File: config.mk
export PLATFORM = sky130hd
export DESIGN_NAME = shift_register_param
export DESIGN_NICKNAME = d
export VERILOG_FILES = /design/src/rtl/shift_register_param.sv
export SDC_FILE = /design/constraint.sdc
export NUM_CORES = 1
export LEC_CHECK = 0
export CORE_AREA = 2 2 39 41
export DETAILED_ROUTE_END_ITERATION = 16
export DIE_AREA = 0 0 41 43
export PLACE_DENSITY_LB_ADDON = 0.08
export SLEW_MARGIN = 20
export SYNTH_ARGS = -nofsm -noshare
export SYNTH_HDL_FRONTEND = slang
export SYNTH_SLANG_ARGS = --single-unit
File: constraint.sdc
create_clock -name clk -period 2.3 [get_ports clk]
set_input_delay 0.46 -clock clk [delete_from_list [all_inputs] [get_ports clk]]
set_output_delay 0.46 -clock clk [all_outputs]
set_load 0.005 [all_outputs]
File: src/rtl/shift_register_param.sv
// Parametrised WIDTH x DEPTH shift register with shift, rotate, parallel load and fill flag.
// Latency: ser_in reaches ser_out after DEPTH shifting edges; a load is visible one cycle later.
// Backpressure: none; en low (or mode hold) freezes every stage and the fill count.
module shift_register_param #(
  parameter int WIDTH = 1,
  parameter int DEPTH = 3
) (
  input  logic                   clk,
  input  logic                   rst_n,
  input  logic                   en,
  input  logic [1:0]             mode,
  input  logic [WIDTH-1:0]       ser_in,
  input  logic [WIDTH*DEPTH-1:0] par_in,
  output logic [WIDTH-1:0]       ser_out,
  output logic [WIDTH*DEPTH-1:0] par_out,
  output logic                   filled
);

  localparam int CW = $clog2(DEPTH + 1);

  localparam logic [1:0] MODE_HOLD   = 2'b00;
  localparam logic [1:0] MODE_SHIFT  = 2'b01;
  localparam logic [1:0] MODE_ROTATE = 2'b10;
  localparam logic [1:0] MODE_LOAD   = 2'b11;

  // Packed so that element i lands on bits [WIDTH*(i+1)-1 : WIDTH*i], matching par_in/par_out.
  logic [DEPTH-1:0][WIDTH-1:0] stage;
  logic [DEPTH-1:0][WIDTH-1:0] stage_nxt;
  logic [CW-1:0]               cnt;
  logic [CW-1:0]               cnt_nxt;

  // Next-state decode: every stage is built from pre-edge values only.
  always_comb begin
    stage_nxt = stage;
    cnt_nxt   = cnt;
    if (en) begin
      case (mode)
        MODE_HOLD: begin
          stage_nxt = stage;
        end
        MODE_SHIFT: begin
          stage_nxt = {stage[DEPTH-2:0], ser_in};
          // Fill count saturates at DEPTH so filled never drops while shifting.
          if (cnt != CW'(DEPTH)) begin
            cnt_nxt = cnt + CW'(1);
          end
        end
        MODE_ROTATE: begin
          stage_nxt = {stage[DEPTH-2:0], stage[DEPTH-1]};
        end
        MODE_LOAD: begin
          stage_nxt = par_in;
          cnt_nxt   = CW'(DEPTH);
        end
        default: begin
          stage_nxt = stage;
        end
      endcase
    end
  end

  // State register with synchronous active-low reset that overrides en and mode.
  always_ff @(posedge clk) begin
    if (!rst_n) begin
      stage <= '0;
      cnt   <= '0;
    end else begin
      stage <= stage_nxt;
      cnt   <= cnt_nxt;
    end
  end

  assign ser_out = stage[DEPTH-1];
  assign par_out = stage;
  assign filled  = (cnt == CW'(DEPTH));

endmodule

==> out/metrics.csv <==
stage,metric,value,unit
critical_path,crit_slowest_cell,clkdlybuf4s50_1,
critical_path,path_delay_family,buffers and inverters,
placement,io_buffers,13,
drt,antenna_left,0,
clock_network,clockBufferDepth,2,
drt,vias_per_cell,4.36,
synth,yosysWarningCount,0,
critical_path,cp-end-kind,output pin,
status,outcome,finished clean,
worst_hold_path,hp-class,reg2reg,
power,p_sw_share,22.5,%
clock_network,cts_made_buffers,3,
timing,max_freq,564,MHz
timing,setup_viol,0,
synth,ys_ff_latch,5,
grt,grt_pass1_wl,945,um
timing,fin_crit_sh,77.0,%
clock_network,cts_resized,0,
placement,pre_cts_ws,0.461,ns
power,ir_drop,0.284,mV
floorplan,placeableCoreArea,1380,um2
synth,synth_area_per_cell,9.77,um2
timing,timing.final.ws_setup,0.528,ns
clock_network,root_buffer,clkbuf_4,
cells_and_area,syn_to_final_growth,66.5,%
floorplan,std_cell_rows,14,
synth,synth-seq-area-share,39.4,%
cells_and_area,final_nets,53,
timing,tns,0,ns
timing,hold_viol,0,
power,power_frac_seq,40.0,%
critical_path,worst-path-stages,2,
timing,final_max_slew_viol_count,0,
drt,drt_first_pass_iters,2,
critical_path,slowest_delay,0.52,ns
power,power.share.clock,40.5,%
cells_and_area,final_common_cell,clkdlybuf4s50_1,
critical_path,cp.arrival,1.31,ns
timing,slew_headroom,85.8,%
synth,synthesis.area,254,um2
clock_network,cts.sinks,5,
clock_network,postCtsSetupBuffers,0,
power,p_per_area,580,nW/um2
timing,finalClockSkew,0.000143,ns
critical_path,path_buf_inv,1,
placement,placement.cell_area,397,um2
grt,grt_pass1_vias,240,
synth,ys_types,16,
power,internal_power,0.190,mW
power,switchingPower,0.0553,mW
cells_and_area,drive_above_1_share,9.52,%
cells_and_area,fin_area,423,um2
clock_network,cts_tree,done,
clock_network,clk_latency,0.24,ns
job,maxCapViolations,0,
timing,rsz0062_at_grt,false,
critical_path,startpoint_type,flop,
critical_path,path_max_fanout,4,
grt,grt-ovfl-total,0,
critical_path,critical_path.cell_chain,"ha_1, clkdlybuf4s50_1",
critical_path,crit_type,reg2out,
floorplan,die_area,1760,um2
synth,synth_nets,36,
floorplan,fp.dieH,43,um
grt,grt_usage,8.55,%
drt,detail_route.wl_per_cell,10.2,um
drt,via_count,253,
cells_and_area,antennaDiodeCount,0,
clock_network,htreeDepth,1,
synth,syn_inst,26,
power,leakagePower,0.188,nW
grt,grt_max_degree,8,
drt,drc_errors,0,
drt,drtIter0Drc,4,
timing,whs,0.501,ns
floorplan,start_util,18.4,%
placement,routabilityCongestion,0.709,
cells_and_area,final_cell_mix,"clkdlybuf4s50_1, dfxtp_1, mux2i_1, a21oi_1, clkbuf_4",
drt,drt-total-wl,591,um
critical_path,reg2regPathDepth,3,
timing,min_period,1.77,ns
power,combPwrFrac,19.5,%
worst_hold_path,holdPathStages,1,
clock_network,hold_buffers,0,
clock_network,clk_pin_slew,0.04,ns
timing,worst_pin_slew,0.212,ns
placement,dpl.hpwl,483,um
critical_path,cp.required,1.84,ns
floorplan,num_io_pins,14,
grt,antenna_found_initial,0,
floorplan,die_w,41,um
[per-layer routing]
| metal | GRT usage (%) | vias to the layer above | part of all wire, % |
|---|---|---|---|
| li1 | - | 131 | - |
| met1 | 9.39 | 112 | 43 |
| met2 | 11.6 | 10 | 46 |
| met3 | 8.38 | 0 | 10 |
| met4 | 2.00 | 0 | 0 |
| met5 | 0 | - | 0 |
[cells in the mapped netlist, drive strengths merged]
cell / count / area (um2)
a311oi: 1 / 8.76
a21oi: 3 / 15.0
buf: 1 / 7.51
dfxtp: 5 / 100
o21ai: 2 / 10.0
mux2i: 3 / 30.0
inv: 1 / 3.75
o31ai: 1 / 7.51
or4b: 1 / 10.0
nor2: 1 / 3.75
ha: 1 / 12.5
o211a: 2 / 20.0
or4: 1 / 7.51
nand2: 2 / 10.0
o21a: 1 / 7.51
[power by group through the flow]
stage                     clock, mW  combinational [mW]  sequential, mW
after floorplan                   0              0.0186          0.0995
after global placement            0              0.0478          0.0998
after detailed placement          0              0.0480           0.100
after CTS                     0.104              0.0484          0.0984
after global routing          0.115              0.0528          0.0992
final                        0.0994              0.0478          0.0982
[cell type report]
cell class	count	area (um2)
clock buffers	4	26.3
fillers	144	961
inverters	1	3.75
multi-input cells	19	143
flip-flops and latches	5	100
well taps	16	20.0
repair buffers	13	130
[flip-flops by register name, summed over array words and instances (netlist names)]
register / cells
cnt: 2
par_out: 2
ser_out: 1
[kinds of logic (layout without fill, tap and decap cells)]
kind of cell,after synthesis,in the layout,synth area share [%]
compound gates,10,10,27.1
flops,5,5,39.4
simple gates,5,5,12.3
mux,3,3,11.8
buf+inv,2,18,4.43
fa+ha+maj,1,1,4.93
[path summary, 6_finish.rpt]
kind | from | end | slack (ns)
max | cnt[0] | filled | 0.53
min | cnt[1] | cnt[1] | 0.50
max reg2reg | cnt[0] | cnt[0] | 0.99
min reg2reg | cnt[1] | cnt[1] | 0.50
[through the flow]
step	utilization [%]	instances	total power, mW
floorplan	-	26	0.118
global placement	28.7	54	0.148
detailed placement	28.7	54	0.148
CTS	30.6	58	0.251
global route	30.6	58	0.267
finish	30.6	58	0.245
[worst register-to-register path: stages (launching register included)]
cell	delay [ns]
dfxtp_1	0.31
ha_1	0.23
or4b_1	0.50
o211a_1	0.14
(Power assumes the default switching activity.)
